$ cat src/rtl/riscv_core_pkg.sv
// Shared state encoding and funct3 codes for the M-extension sequencing controller.
package riscv_core_pkg;

  typedef enum logic [1:0] {
    IDLE = 2'd0,
    MUL  = 2'd1,
    DIV  = 2'd2,
    DONE = 2'd3
  } mdu_state_t;

  localparam logic [2:0] F3_MUL    = 3'b000;
  localparam logic [2:0] F3_MULH   = 3'b001;
  localparam logic [2:0] F3_MULHSU = 3'b010;
  localparam logic [2:0] F3_MULHU  = 3'b011;
  localparam logic [2:0] F3_DIV    = 3'b100;
  localparam logic [2:0] F3_DIVU   = 3'b101;
  localparam logic [2:0] F3_REM    = 3'b110;
  localparam logic [2:0] F3_REMU   = 3'b111;

endpackage

$ cat src/rtl/riscv_core_div_fastpath.sv
// Divide-by-zero and signed-overflow detection with the architecturally defined result.
// funct3[0] = unsigned, funct3[1] = remainder; only meaningful for divide opcodes.
module riscv_core_div_fastpath #(
  parameter int XLEN = 64
) (
  input  logic [XLEN-1:0] src_a,
  input  logic [XLEN-1:0] src_b,
  input  logic [1:0]      funct3,
  input  logic            isword,
  output logic            hit,
  output logic [XLEN-1:0] result
);

  logic [XLEN-1:0] dividend;
  logic [XLEN-1:0] divisor;
  logic [XLEN-1:0] int_min;
  logic            div_zero;
  logic            overflow;

  // W ops work on sign-extended low halves so one compare covers both widths
  always_comb begin
    dividend = isword ? XLEN'($signed(src_a[31:0])) : src_a;
    divisor  = isword ? XLEN'($signed(src_b[31:0])) : src_b;
    int_min  = isword ? XLEN'($signed(32'h8000_0000)) : {1'b1, {(XLEN-1){1'b0}}};
    div_zero = (divisor == '0);
    overflow = ~funct3[0] & (dividend == int_min) & (divisor == '1);
    hit      = div_zero | overflow;
    if (div_zero) result = funct3[1] ? dividend : '1;
    else          result = funct3[1] ? '0 : dividend;
  end

endmodule

$ cat src/rtl/riscv_core_mdu_ctrl.sv
// Sequencer between EX issue and the mul/div wrapper: captures operands, drives the
// wrapper, resolves divide corner cases locally and stalls EX until the result is ready.
//
// state | meaning
// IDLE  | waiting for valid; captures operands on accept
// MUL   | single enable cycle, combinational multiplier result registered
// DIV   | enable held until wrapper done
// DONE  | result presented for one cycle
module riscv_core_mdu_ctrl
  import riscv_core_pkg::*;
#(
  parameter int XLEN = 64
) (
  input  logic            i_mdu_ctrl_clk,
  input  logic            i_mdu_ctrl_rstn,
  input  logic            i_mdu_ctrl_valid,
  input  logic [2:0]      i_mdu_ctrl_funct3,
  input  logic            i_mdu_ctrl_isword,
  input  logic [XLEN-1:0] i_mdu_ctrl_srcA,
  input  logic [XLEN-1:0] i_mdu_ctrl_srcB,
  input  logic            i_mdu_ctrl_flush,
  output logic            o_mdu_ctrl_stall,
  output logic            o_mdu_ctrl_done,
  output logic [XLEN-1:0] o_mdu_ctrl_result,
  output logic            o_mdu_ctrl_busy,
  output logic [XLEN-1:0] o_md_srcA,
  output logic [XLEN-1:0] o_md_srcB,
  output logic [3:0]      o_md_control,
  output logic            o_md_isword,
  output logic            o_md_en,
  input  logic            i_md_done,
  input  logic [XLEN-1:0] i_md_result
);

  mdu_state_t      state_q, state_d;
  logic [2:0]      funct3_q;
  logic            isword_q;
  logic [XLEN-1:0] src_a_q, src_b_q, result_q;
  logic            capture, load_fast, load_md, md_en;
  logic            fast_hit;
  logic [XLEN-1:0] fast_result;

  // Evaluated on the incoming operands so a corner case completes straight from IDLE
  riscv_core_div_fastpath #(.XLEN(XLEN)) u_fastpath (
    .src_a  (i_mdu_ctrl_srcA),
    .src_b  (i_mdu_ctrl_srcB),
    .funct3 (i_mdu_ctrl_funct3[1:0]),
    .isword (i_mdu_ctrl_isword),
    .hit    (fast_hit),
    .result (fast_result)
  );

  always_comb begin
    state_d   = state_q;
    capture   = 1'b0;
    load_fast = 1'b0;
    load_md   = 1'b0;
    md_en     = 1'b0;
    case (state_q)
      IDLE: begin
        if (i_mdu_ctrl_valid && !i_mdu_ctrl_flush) begin
          capture = 1'b1;
          if (!i_mdu_ctrl_funct3[2]) begin
            state_d = MUL;
          end else if (fast_hit) begin
            load_fast = 1'b1;
            state_d   = DONE;
          end else begin
            state_d = DIV;
          end
        end
      end
      MUL: begin
        if (i_mdu_ctrl_flush) begin
          state_d = IDLE;
        end else begin
          md_en   = 1'b1;
          load_md = 1'b1;
          state_d = DONE;
        end
      end
      DIV: begin
        if (i_mdu_ctrl_flush) begin
          state_d = IDLE;
        end else begin
          md_en = 1'b1;
          if (i_md_done) begin
            load_md = 1'b1;
            state_d = DONE;
          end
        end
      end
      DONE:    state_d = IDLE;
      default: state_d = IDLE;
    endcase
  end

  always_ff @(posedge i_mdu_ctrl_clk or negedge i_mdu_ctrl_rstn) begin
    if (!i_mdu_ctrl_rstn) begin
      state_q  <= IDLE;
      funct3_q <= '0;
      isword_q <= 1'b0;
      src_a_q  <= '0;
      src_b_q  <= '0;
      result_q <= '0;
    end else begin
      state_q <= state_d;
      if (capture) begin
        funct3_q <= i_mdu_ctrl_funct3;
        isword_q <= i_mdu_ctrl_isword;
        src_a_q  <= i_mdu_ctrl_srcA;
        src_b_q  <= i_mdu_ctrl_srcB;
      end
      if (load_fast)    result_q <= fast_result;
      else if (load_md) result_q <= i_md_result;
    end
  end

  assign o_mdu_ctrl_done   = (state_q == DONE);
  assign o_mdu_ctrl_busy   = (state_q != IDLE);
  assign o_mdu_ctrl_stall  = i_mdu_ctrl_valid & ~o_mdu_ctrl_done;
  assign o_mdu_ctrl_result = result_q;
  assign o_md_srcA         = src_a_q;
  assign o_md_srcB         = src_b_q;
  assign o_md_control      = {1'b0, funct3_q};
  assign o_md_isword       = isword_q;
  assign o_md_en           = md_en;

endmodule

$ cat config.mk
export PLATFORM = sky130hd
export DESIGN_NAME = riscv_core_mdu_ctrl
export DESIGN_NICKNAME = d
export VERILOG_FILES = /design/src/rtl/riscv_core_pkg.sv /design/src/rtl/riscv_core_div_fastpath.sv /design/src/rtl/riscv_core_mdu_ctrl.sv
export SDC_FILE = /design/constraint.sdc
export NUM_CORES = 1
export LEC_CHECK = 0
export BUFFER_PORTS_ARGS = -buffer_cell sky130_fd_sc_hd__clkbuf_2
export CAP_MARGIN = 20
export CORE_AREA = 3 3 156 158
export DETAILED_ROUTE_END_ITERATION = 6
export DIE_AREA = 0 0 159 161
export PLACE_DENSITY = 0.74
export SYNTH_ARGS = -nofsm -noshare
export SYNTH_HDL_FRONTEND = slang
export SYNTH_SLANG_ARGS = --single-unit
$ cat constraint.sdc
create_clock -name i_mdu_ctrl_clk -period 2.54 [get_ports i_mdu_ctrl_clk]
set_input_delay 0.762 -clock i_mdu_ctrl_clk [delete_from_list [all_inputs] [get_ports i_mdu_ctrl_clk]]
set_output_delay 0.762 -clock i_mdu_ctrl_clk [all_outputs]
set_load 0.02 [all_outputs]
==> metrics.txt, run 1 <==
logic gate share of total power=0.451; XOR/XNOR Fraction of Synth Area=0; Final period util=1.08; power density relative to cell area=1140 nW/um^2; time the worst path needs with I/O delays and setup=about 2800 ps; warnings from Yosys=0; final max-slew violation count=0; share of the synthesized area in the top cell type=0.534; final hold vios=0; Synth Flop Type=sky130_fd_sc_hd__dfrtp_1; slew at the pin closest to its max-slew limit=about 600 ps; count of input and output buffers=400; Max-Slew Margin vs Limit=0.592; ranking of synthesized cells by instance count=sky130_fd_sc_hd__dfrtp_1 (198), sky130_fd_sc_hd__mux2_2 (133), sky130_fd_sc_hd__mux2i_1 (128); total global routing overflow=0; async set or reset register ratio after synthesis=1.00; sequential element share of the synthesized area=0.534; sw power=roughly 6.3 mW; violated checks=negative setup slack; total internal power=between 8 and 9 mW; finished layout cell area=about 13000 sq um; count of flip-flops with a built-in enable after synthesis=0; count of cell types in the netlist=36; antenna cells=0; number of detailed-route iterations in the first pass=4; count of nets left with antenna violations after detail routing=0; initial core utilization=0.399; maximum fanout along the worst path=5; final core utilization=0.574; setup slack of the critical path after layout=-213 ps; largest area contributor in the netlist=sky130_fd_sc_hd__dfrtp_1; Fmax=363 MHz; Remaining DRCs=0; final estimated routing congestion in global placement=roughly 0.91; Adder-Cell Fraction of Synth Area=0.00539; Final Net Count=between 1000 and 1500; Die Footprint=approximately 26000 sq um; Static Leakage=about 6.8 nW; TritonCTS Buffers=17; initial antenna violation count=0; wire length of the first global-routing pass=about 48 mm; number of H-tree levels=4; Placed Instance Area=between 10000 and 15000 sq um; clock-pin slew on the worst setup and hold paths=80 ps; dominant combinational cell family by area after synthesis=multiplexers; via count of the first global-routing pass=between 8000 and 9000; Final setup violation count=64; Top-Level Pins=402; share of final-layout standard cells stronger than drive strength 1=0.577; dpl hpwl=between 20 and 25 mm; switching portion of total power=0.413; detailed-route via count=about 7900; synthesis-to-finish area growth=43.8%; average wire per standard cell=20.1 um; overall track demand over capacity in global routing=0.237; Inst Count DP=around 1500; clock latency at the later pin of the worst-skew pair=between 400 and 500 ps; die width=159 um; required arrival time at the worst endpoint=2850 ps; run status=finished, violations left; core region area=~23000 sq um; average instance area after synthesis=approximately 13 sq um; # Max-Cap Violations=0; register bit count reported by yosys=approximately 200; most frequently used cell type in the post-synthesis netlist=sky130_fd_sc_hd__dfrtp_1; Routed WL=around 30 mm; via/cell ratio=between 5 and 6; multiplexer fraction of the synthesized cell area=0.299; total nets after synthesis=912; share of total power in the clock network=0.182; worst-case vdd ir drop=0.767 mV; overall die height=between 150 and 200 um; count of placed standard cells in the final layout, fillers left out=around 1500; root buffer cell=sky130_fd_sc_hd__clkbuf_16; Starting DRT DRC Count=~360; Worst Path Class, Setup=in2reg; post-synthesis simple-gate area fraction=0.0758; row count=56; maximum number of buffers from clock root to sink=2; unrepaired setup endpoints after global routing=yes; combined area of all synthesized cells=9280 sq um; kind of capture point of the worst setup path=flip-flop; pin count of the biggest net entering global routing=70; kind of start point of the critical path=input pin; arrival time of the worst setup path=3060 ps; part of the total power dissipated in sequential elements=0.367; Synth Instances=707; class of the most critical hold timing path=in2async; CTS tree=yes; CTS sink count=between 150 and 200; post-synthesis compound-gate area fraction=0.0518; largest cells by area after synthesis=sky130_fd_sc_hd__dfrtp_1 (53%), sky130_fd_sc_hd__mux2_2 (16%), sky130_fd_sc_hd__mux2i_1 (14%); worst clock skew=between 9 and 10 ps
[metal layers]
metal,track usage,share of wire,routed length [um],vias to the layer above
met5,0,0,0,-
met4,0.0728,0.026,790,0
met3,0.0621,0.064,1970,49
met2,0.418,0.52,16000,294
met1,0.286,0.39,12100,3916
li1,-,-,-,3619
[cell type report]
cell class / count / area, sq um
Timing Repair Buffer: 529 / 3300
Inverter: 4 / 15.0
Sequential cell: 198 / 4950
Fill cell: 1987 / 9920
Clock buffer: 18 / 439
Tap cell: 319 / 399
Clock inverter: 14 / 161
Multi-Input combinational cell: 456 / 4070
[through the flow]
step	hold slack, ps	setup TNS (ps)	power, mW	setup slack [ps]
finish	316	-10370	15.2	-213
CTS	344	-12930	15.4	-216
global route	334	-11260	16.1	-235
global placement	461	-41400	12.3	-672
detailed placement	467	-44590	12.6	-735
floorplan	466	-22410	9.68	-360
[cell usage in the layout (no fill, tap or decap), types with 2 or more instances in the layout]
cell                          n
sky130_fd_sc_hd__mux2_2     133
sky130_fd_sc_hd__clkinv_8     2
sky130_fd_sc_hd__or4_4        3
sky130_fd_sc_hd__ha_1         4
sky130_fd_sc_hd__buf_12      13
sky130_fd_sc_hd__clkbuf_16   18
sky130_fd_sc_hd__clkbuf_8     2
sky130_fd_sc_hd__o31ai_1     32
sky130_fd_sc_hd__nand2b_1     4
sky130_fd_sc_hd__nor2b_1     33
sky130_fd_sc_hd__buf_6        4
sky130_fd_sc_hd__nor3_4       2
sky130_fd_sc_hd__dfrtp_1    198
sky130_fd_sc_hd__nor4_1      26
sky130_fd_sc_hd__nand4_1     17
sky130_fd_sc_hd__nand2_1      4
sky130_fd_sc_hd__nor3_1       3
sky130_fd_sc_hd__o21ai_4      2
sky130_fd_sc_hd__a21oi_1     35
sky130_fd_sc_hd__inv_1        4
sky130_fd_sc_hd__a41oi_1      2
sky130_fd_sc_hd__clkbuf_2   398
sky130_fd_sc_hd__nor2_1       6
sky130_fd_sc_hd__o21ai_0      3
sky130_fd_sc_hd__nand4b_1     2
sky130_fd_sc_hd__buf_16       5
sky130_fd_sc_hd__clkinv_4     2
sky130_fd_sc_hd__inv_6        4
sky130_fd_sc_hd__mux2i_1    128
sky130_fd_sc_hd__buf_4      106
sky130_fd_sc_hd__or4_1        5
sky130_fd_sc_hd__inv_8        3
[kinds of logic after synthesis]
family / after synthesis
simple gates: 113
buf+inv: 53
compound gates: 77
flops: 198
other cells: 1
fa+ha+maj: 4
mux: 261
[critical path: stages]
cell and delay (ps):
sky130_fd_sc_hd__buf_6 100, sky130_fd_sc_hd__or4_4 540, sky130_fd_sc_hd__or4_4 430, sky130_fd_sc_hd__or4_4 440, sky130_fd_sc_hd__nor3_4 180, sky130_fd_sc_hd__o21ai_4 130, sky130_fd_sc_hd__buf_12 190, sky130_fd_sc_hd__clkbuf_16 160
sky130_fd_sc_hd__mux2i_1 110
[what timing repair did]
item | 4_1_cts | 5_1_grt
pin swaps | 4 | 1
cloned | 6 | 1
setup endpoints to repair | 65 | 65
buffers inserted | 6 | 1
hold buffers | 0 | 0
resized for setup | 12 | 1
[power by group through the flow]
stage	registers, mW	logic, mW	clock network [mW]
after floorplan	7.51	2.16	0
after global placement	5.55	6.80	0
after detailed placement	5.63	6.92	0
after CTS	5.59	6.93	2.86
after global routing	5.80	7.30	2.99
final	5.59	6.88	2.77
[final timing paths]
check,start,end,slack (ps),cells past startpoint
min in group i_mdu_ctrl_clk,funct3_q[2]$_DFFE_PN0P_,funct3_q[2]$_DFFE_PN0P_,490,1
worst max register to register,state_q[0]$_DFFE_PN0P_,o_mdu_ctrl_result[50]$_DFFE_PN0P_,600,8
worst max-delay path,i_mdu_ctrl_srcA[30],o_mdu_ctrl_result[50]$_DFFE_PN0P_,-210,9
max in group asynchronous,i_mdu_ctrl_rstn,o_md_srcB[57]$_DFFE_PN0P_,1520,2
worst min-delay path,i_mdu_ctrl_rstn,o_md_srcA[6]$_DFFE_PN0P_,320,1
worst min register to register,funct3_q[2]$_DFFE_PN0P_,funct3_q[2]$_DFFE_PN0P_,490,1
[sequential cells by signal, summed over array words and instances, names as in the netlist]
name and cells:
funct3_q 3, o_md_isword 1, o_md_srcA 64, o_md_srcB 64
o_mdu_ctrl_result 64, state_q 2
Note: power is estimated with default switching activity, not from simulation.
==> inputs of run 2 (changes only) <==
- CORE_AREA: 3 3 156 158 -> 2 2 155 157
- DIE_AREA: 0 0 159 161 -> 0 0 157 159
- PLACE_DENSITY: 0.74 -> 0.77
- SKIP_LAST_GASP: not set -> 1
- SYNTH_HIERARCHICAL: not set -> 1
==> metrics.txt, run 2 <==
Final Net Count=1874 (+33%); detailed-route via count=10900 (+39%); CTS sink count=198 (unchanged); final hold vios=0 (unchanged); Worst Hold Margin=298 ps (-18.3 ps); share of final-layout standard cells stronger than drive strength 1=0.371 (-0.206); Top-Level Pins=402 (unchanged); Worst R2R End=state_q[1]$_DFFE_PN0P_; number of H-tree levels=4 (unchanged); synthesis-to-finish area growth=40.8%; Routed WL=37.8 mm (+23%); violated checks=design-rule violations, negative setup slack; average wire per standard cell=18.9 um (-5.7%); Static Leakage=7.24 nW (+6.3%); # hold bufs at CTS=0 (unchanged); overall die height=159 um (-1.2%); reg-to-reg critical path startpoint=state_q[1]$_DFFE_PN0P_; time the worst path needs with I/O delays and setup=2610 ps (-138 ps); count of flip-flops with a built-in enable after synthesis=0 (unchanged); count of cell types in the netlist=40 (+11%); Worst Path Class, Setup=in2reg; Inst Count DP=1968 (+32%); Placed Instance Area=13300 sq um (+6.4%); sequential element share of the synthesized area=0.499 (-0.0351); async set or reset register ratio after synthesis=1.00 (unchanged); row count=56 (unchanged); number of detailed-route iterations in the first pass=7 (+3); setup slack of the critical path after layout=-74.8 ps (+138 ps); Remaining DRCs=3 (+3); Synth Instances=1182 (+67%); count of input and output buffers=400 (unchanged); warnings from Yosys=6 (+6); number of buffers inserted by post-CTS setup repair=0 (-6); die width=157 um (-1.3%); Max-Slew Margin vs Limit=0.578 (-0.0146); register bit count reported by yosys=198 (unchanged); # Max-Cap Violations=0 (unchanged); CTS tree=yes; worst clock skew=13.9 ps (+3.99 ps); Final setup violation count=50 (-22%); average instance area after synthesis=8.40 sq um (-36%); via/cell ratio=5.46 (+6.5%); Fmax=382 MHz (+5.3%); cells on worst reg2reg path=6 (-2); run status=finished, violations left; setup slack of the most critical reg-to-reg path=560 ps (-40 ps); combined area of all synthesized cells=9930 sq um (+7.0%); maximum number of buffers from clock root to sink=2 (unchanged); slew at the pin closest to its max-slew limit=633 ps (+21.8 ps); overall track demand over capacity in global routing=0.295 (+0.0577); wire length of the first global-routing pass=57.6 mm (+21%); largest cells by area after synthesis=sky130_fd_sc_hd__dfrtp_1 (50%), sky130_fd_sc_hd__nand2_1 (15%), sky130_fd_sc_hd__maj3_1 (6.5%); unrepaired setup endpoints after global routing=yes; final estimated routing congestion in global placement=0.918 (+0.66%); worst setup path startpoint=i_mdu_ctrl_srcB[33]; commonest non-fill, non-tap cells in the layout=sky130_fd_sc_hd__nand2_1 (402), sky130_fd_sc_hd__clkbuf_2 (398), sky130_fd_sc_hd__dfrtp_1 (198), sky130_fd_sc_hd__buf_4 (149), sky130_fd_sc_hd__o21ai_0 (98); clock-pin slew on the worst setup and hold paths=80 ps (about the same); ranking of synthesized cells by instance count=sky130_fd_sc_hd__nand2_1 (403), sky130_fd_sc_hd__dfrtp_1 (198), sky130_fd_sc_hd__o21ai_0 (98); Starting DRT DRC Count=1054 (+190%); via count of the first global-routing pass=10500 (+24%); clock latency at the later pin of the worst-skew pair=440 ps (+20 ps); arrival time of the worst setup path=2930 ps (-130 ps); class of the most critical hold timing path=in2async; total global routing overflow=0 (unchanged); final max-slew violation count=0 (unchanged); kind of capture point of the worst setup path=flip-flop; total nets after synthesis=1388 (+52%); root buffer cell=sky130_fd_sc_hd__clkbuf_16; finished layout cell area=14000 sq um (+4.8%); core region area=23200 sq um (-0.30%); most frequently used cell type in the post-synthesis netlist=sky130_fd_sc_hd__nand2_1; TritonCTS Buffers=17 (unchanged); count of placed standard cells in the final layout, fillers left out=2000 (+30%); pin count of the biggest net entering global routing=103 (+47%); Synth Flop Type=sky130_fd_sc_hd__dfrtp_1; worst-case vdd ir drop=0.671 mV (-12%); required arrival time at the worst endpoint=2850 ps (about the same); dpl hpwl=27.6 mm (+19%); share of the synthesized area in the top cell type=0.499 (-0.0351); initial antenna violation count=2 (+2); count of nets left with antenna violations after detail routing=0 (unchanged); Die Footprint=25000 sq um (-2.5%); maximum fanout along the worst path=42 (+37); initial core utilization=0.428 (+0.0293); largest area contributor in the netlist=sky130_fd_sc_hd__dfrtp_1; Final period util=1.03 (-0.0544); most common cell after layout, fill and taps aside=sky130_fd_sc_hd__nand2_1; kind of start point of the critical path=input pin; power density relative to cell area=1100 nW/um^2 (-4.1%)
[run 2: worst max path at each step]
stage | endpoint | slack (ps) | cells after the start
after floorplan | o_mdu_ctrl_result[13]$_DFFE_PN0P_ | -80 | 10
after global placement | o_mdu_ctrl_result[58]$_DFFE_PN0P_ | -510 | 10
after detailed placement | o_mdu_ctrl_result[42]$_DFFE_PN0P_ | -600 | 10
after CTS | o_mdu_ctrl_result[61]$_DFFE_PN0P_ | 1 | 10
after global routing | o_mdu_ctrl_result[32]$_DFFE_PN0P_ | -50 | 10
final | o_mdu_ctrl_result[61]$_DFFE_PN0P_ | -70 | 11
[run 2: what timing repair did]
action,4_1_cts,5_1_grt
cloned,0,0
gates resized for setup,5,18
setup endpoints to repair,64,65
pin swaps,0,1
[run 2: stage by stage]
step	setup WS (ps)	util	TNS, ps	power (mW)
global route	-52.5	0.603	-522	16.2
floorplan	-84.9	-	-5030	9.75
detailed placement	-596	0.573	-36270	12.7
CTS	1.20	0.598	0	15.3
finish	-74.8	0.603	-1350	15.3
global placement	-512	0.573	-31740	12.5
[run 2: layout make-up]
cell class	instances	area, sq um
fillers	2043	9210
well taps	319	399
repair buffers	564	3430
multi-input cells	850	4490
flip-flops and latches	198	4950
inverters	37	139
diodes	1	2.50
clock buffers	19	443
clock inverters	12	118
[run 2: worst max-delay path, stage by stage]
cell,delay [ps]
sky130_fd_sc_hd__clkbuf_2,130
sky130_fd_sc_hd__nor4_1,460
sky130_fd_sc_hd__nand4_1,240
sky130_fd_sc_hd__nor4_4,240
sky130_fd_sc_hd__buf_4,160
sky130_fd_sc_hd__o21a_2,170
sky130_fd_sc_hd__o21bai_4,180
sky130_fd_sc_hd__nand2_4,120
sky130_fd_sc_hd__buf_12,200
sky130_fd_sc_hd__nor3_1,190
sky130_fd_sc_hd__a31oi_1,70
[run 2: cell families after synthesis]
| logic type | after synthesis | share of synthesized area |
|---|---|---|
| AOI/OAI and AO/OA | 174 | 0.0988 |
| muxes | 2 | 0.00214 |
| other | 1 | 0.000378 |
| buffers and inverters | 134 | 0.0653 |
| adders and majority gates | 69 | 0.0708 |
| and+or+nand+nor | 604 | 0.264 |
| DFF | 198 | 0.499 |
[run 2: routing by layer]
| metal | GRT usage | vias to the layer above | routed length [um] |
|---|---|---|---|
| met5 | 0 | - | 0 |
| met2 | 0.467 | 624 | 17700 |
| met4 | 0.137 | 0 | 1780 |
| met1 | 0.381 | 5162 | 15100 |
| met3 | 0.0702 | 129 | 3300 |
| li1 | - | 4997 | - |
[run 2: report_power, final]
group	total (mW)	switching, mW	internal (mW)
registers	5.45	0.833	4.61
logic	7.23	4.94	2.29
clock network	2.64	1.33	1.31
==> inputs of run 3 (changes only) <==
- ABC_AREA: not set -> 1
- CORE_AREA: 2 2 155 157 -> 2 2 156 158
- DIE_AREA: 0 0 157 159 -> 0 0 158 160
- PLACE_DENSITY: 0.77 -> 0.81
==> metrics.txt, run 3 <==
Static Leakage=8.50 nW (+17%); Placed Instance Area=14300 sq um (+7.3%); power density relative to cell area=1040 nW/um^2 (-5.3%); share of the synthesized area in the top cell type=0.451 (-0.0476); maximum fanout along the worst path=14 (-67%); Inst Count DP=2357 (+20%); most common cell after layout, fill and taps aside=sky130_fd_sc_hd__nand2_1; initial core utilization=0.461 (+0.0327); most frequently used cell type in the post-synthesis netlist=sky130_fd_sc_hd__nand2_1; kind of start point of the critical path=flip-flop; sequential element share of the synthesized area=0.451 (-0.0476); largest area contributor in the netlist=sky130_fd_sc_hd__dfrtp_1; antenna cells=0 (-1); Final Net Count=2259 (+21%); number of detailed-route iterations in the first pass=6 (-1); wire length of the first global-routing pass=61.0 mm (+5.8%); pin count of the biggest net entering global routing=115 (+12%); count of nets left with antenna violations after detail routing=0 (unchanged); via count of the first global-routing pass=11800 (+12%); Adder-Cell Fraction of Synth Area=0.00570 (-0.0651); Final period util=0.949 (-0.0800); share of total power in the clock network=0.176 (+0.003); average instance area after synthesis=6.87 sq um (-18%); count of placed standard cells in the final layout, fillers left out=2390 (+20%); worst clock skew=15.9 ps (+2.02 ps); total nets after synthesis=1803 (+30%); post-synthesis simple-gate area fraction=0.408 (+0.145); root buffer cell=sky130_fd_sc_hd__clkbuf_16; number of filler cells placed in the layout=2195 (+7.4%); largest cells by area after synthesis=sky130_fd_sc_hd__dfrtp_1 (45%), sky130_fd_sc_hd__nand2_1 (23%), sky130_fd_sc_hd__nand3_1 (13%); total internal power=8.29 mW (+0.87%); warnings from Yosys=6 (unchanged); via/cell ratio=5.24 (-3.9%); commonest non-fill, non-tap cells in the layout=sky130_fd_sc_hd__nand2_1 (653), sky130_fd_sc_hd__clkbuf_2 (398), sky130_fd_sc_hd__nand3_1 (293), sky130_fd_sc_hd__dfrtp_1 (198), sky130_fd_sc_hd__buf_4 (130); routed metal-1 wire length=15.7 mm (+4.1%); topmost layer with routed signal wires=met5; post-synthesis compound-gate area fraction=0.0448 (-0.0540); Worst Path Class, Setup=reg2out; synthesis-to-finish area growth=35.4%; Top-Level Pins=402 (unchanged); clock latency at the later pin of the worst-skew pair=450 ps (about the same); kind of capture point of the worst setup path=output port; number of buffers inserted by post-CTS setup repair=0 (unchanged); Routed WL=39.4 mm (+4.0%); TritonCTS Buffers=17 (unchanged); count of input and output buffers=400 (unchanged); # Max-Cap Violations=0 (unchanged); async set or reset register ratio after synthesis=1.00 (unchanged); Max-Slew Margin vs Limit=0.595 (+0.0176); final estimated routing congestion in global placement=0.910 (-0.83%); class of the most critical hold timing path=in2async; maximum number of buffers from clock root to sink=2 (unchanged); cells on worst reg2reg path=9 (+3); Synth Instances=1597 (+35%); initial antenna violation count=1 (-1); required arrival time at the worst endpoint=1780 ps (-1070 ps); detailed-route via count=12500 (+15%); part of the total power dissipated in sequential elements=0.364 (+0.009); overall track demand over capacity in global routing=0.306 (+0.0115); average wire per standard cell=16.5 um (-13%); switching portion of total power=0.462 (-0.00109); row count=57 (+1.8%); ranking of synthesized cells by instance count=sky130_fd_sc_hd__nand2_1 (671), sky130_fd_sc_hd__nand3_1 (294), sky130_fd_sc_hd__dfrtp_1 (198); dpl hpwl=28.7 mm (+4.0%); CTS tree=yes; sw power=7.13 mW (+0.43%); register bit count reported by yosys=198 (unchanged); multiplexer fraction of the synthesized cell area=0 (-0.00214); met3 WL post-DR=3.56 mm (+7.8%); combined area of all synthesized cells=11000 sq um (+11%); final max-slew violation count=0 (unchanged); worst-case vdd ir drop=0.714 mV (+6.4%); total global routing overflow=0 (unchanged); count of cell types in the netlist=27 (-33%); power after layout=15.4 mW (+0.67%); Fmax=415 MHz (+8.4%); arrival time of the worst setup path=1650 ps (-1280 ps); Met2 Wirelength=18.7 mm (+5.6%); run status=completed; CTS sink count=198 (unchanged); die width=158 um (+0.64%); final hold vios=0 (unchanged); Synth Flop Type=sky130_fd_sc_hd__dfrtp_1; count of flip-flops with a built-in enable after synthesis=0 (unchanged); number of H-tree levels=4 (unchanged); Final setup violation count=0 (-100%); finished layout cell area=14900 sq um (+6.4%); clock-pin slew on the worst setup and hold paths=80 ps (about the same); logic gate share of total power=0.460 (-0.012); slew at the pin closest to its max-slew limit=607 ps (-26.3 ps); time the worst path needs with I/O delays and setup=2410 ps (-203 ps); core region area=23800 sq um (+2.7%); Starting DRT DRC Count=1182 (+12%); dominant combinational cell family by area after synthesis=simple AND/OR/NAND/NOR gates; share of final-layout standard cells stronger than drive strength 1=0.301 (-0.0698); overall die height=160 um (+0.63%); number of resized instances in the post-cts repair step=0 (-5); Remaining DRCs=0 (-3); Die Footprint=25300 sq um (+1.3%); # hold bufs at CTS=0 (unchanged); Worst Hold Margin=319 ps (+21.3 ps); XOR/XNOR Fraction of Synth Area=0 (unchanged)
-- run 3: changes by cell type in the layout (fill, tap and decap cells not counted), sizes merged, moves of 35 or more --
cell   previous run  this run
a31oi            64         0
inv              40       123
maj3             64         0
nand2           403       672
nand3            69       295
nor2              3        69
nor3             68         9
o21ai            98        63
-- run 3: cell type report --
type | instances | area [sq um] | area share
clock buffers | 18 | 429 | 0.0289
clock inverters | 14 | 140 | 0.00942
inverters | 115 | 432 | 0.0290
multi-input cells | 1173 | 5140 | 0.346
flip-flops and latches | 198 | 4950 | 0.333
well taps | 324 | 405 | 0.0273
repair buffers | 548 | 3370 | 0.226
-- run 3: power by group through the flow --
stage               clock network (mW)  registers (mW)  logic (mW)
finish                            2.72            5.61        7.10
global route                      2.87            5.75        7.71
floorplan                            0            7.34        2.39
detailed placement                   0            5.60        7.10
CTS                               2.75            5.58        7.11
global placement                     0            5.59        6.90
-- run 3: logic make-up after synthesis --
group | after synthesis
simple gates | 1070
buf+inv | 226
flops | 198
compound gates | 97
fa+ha+maj | 5
other cells | 1
-- run 3: path summary, 6_finish.rpt --
| kind | slack, ps | to | from |
|---|---|---|---|
| max | 130 | o_mdu_ctrl_busy | state_q[0]$_DFFE_PN0P_ |
| min | 320 | o_mdu_ctrl_result[19]$_DFFE_PN0P_ | i_mdu_ctrl_rstn |
| max reg2reg | 520 | o_mdu_ctrl_result[34]$_DFFE_PN0P_ | state_q[0]$_DFFE_PN0P_ |
| min reg2reg | 480 | o_md_srcA[24]$_DFFE_PN0P_ | o_md_srcA[24]$_DFFE_PN0P_ |
| max in group asynchronous | 1600 | o_md_srcB[14]$_DFFE_PN0P_ | i_mdu_ctrl_rstn |
| min in group i_mdu_ctrl_clk | 480 | o_md_srcA[24]$_DFFE_PN0P_ | o_md_srcA[24]$_DFFE_PN0P_ |
-- run 3: through the flow --
step / TNS [ps] / setup WS, ps / utilization
detailed placement: -17610 / -344 / 0.599
global placement: -15420 / -285 / 0.599
floorplan: -0.433 / -0.216 / -
CTS: 0 / 115 / 0.622
finish: 0 / 128 / 0.624
global route: -6.03 / -5.83 / 0.624
-- run 3: critical path, cell delays in order, from the launching register on --
cell and delay [ps]:
sky130_fd_sc_hd__dfrtp_1 410, sky130_fd_sc_hd__inv_1 170, sky130_fd_sc_hd__ha_4 360, sky130_fd_sc_hd__inv_1 100
sky130_fd_sc_hd__clkbuf_2 180
-- run 3: per-layer routing --
| metal | global-route usage | up-vias |
|---|---|---|
| met2 | 0.501 | 685 |
| li1 | - | 5971 |
| met4 | 0.117 | 2 |
| met3 | 0.0624 | 88 |
| met1 | 0.400 | 5785 |
| met5 | 0 | - |
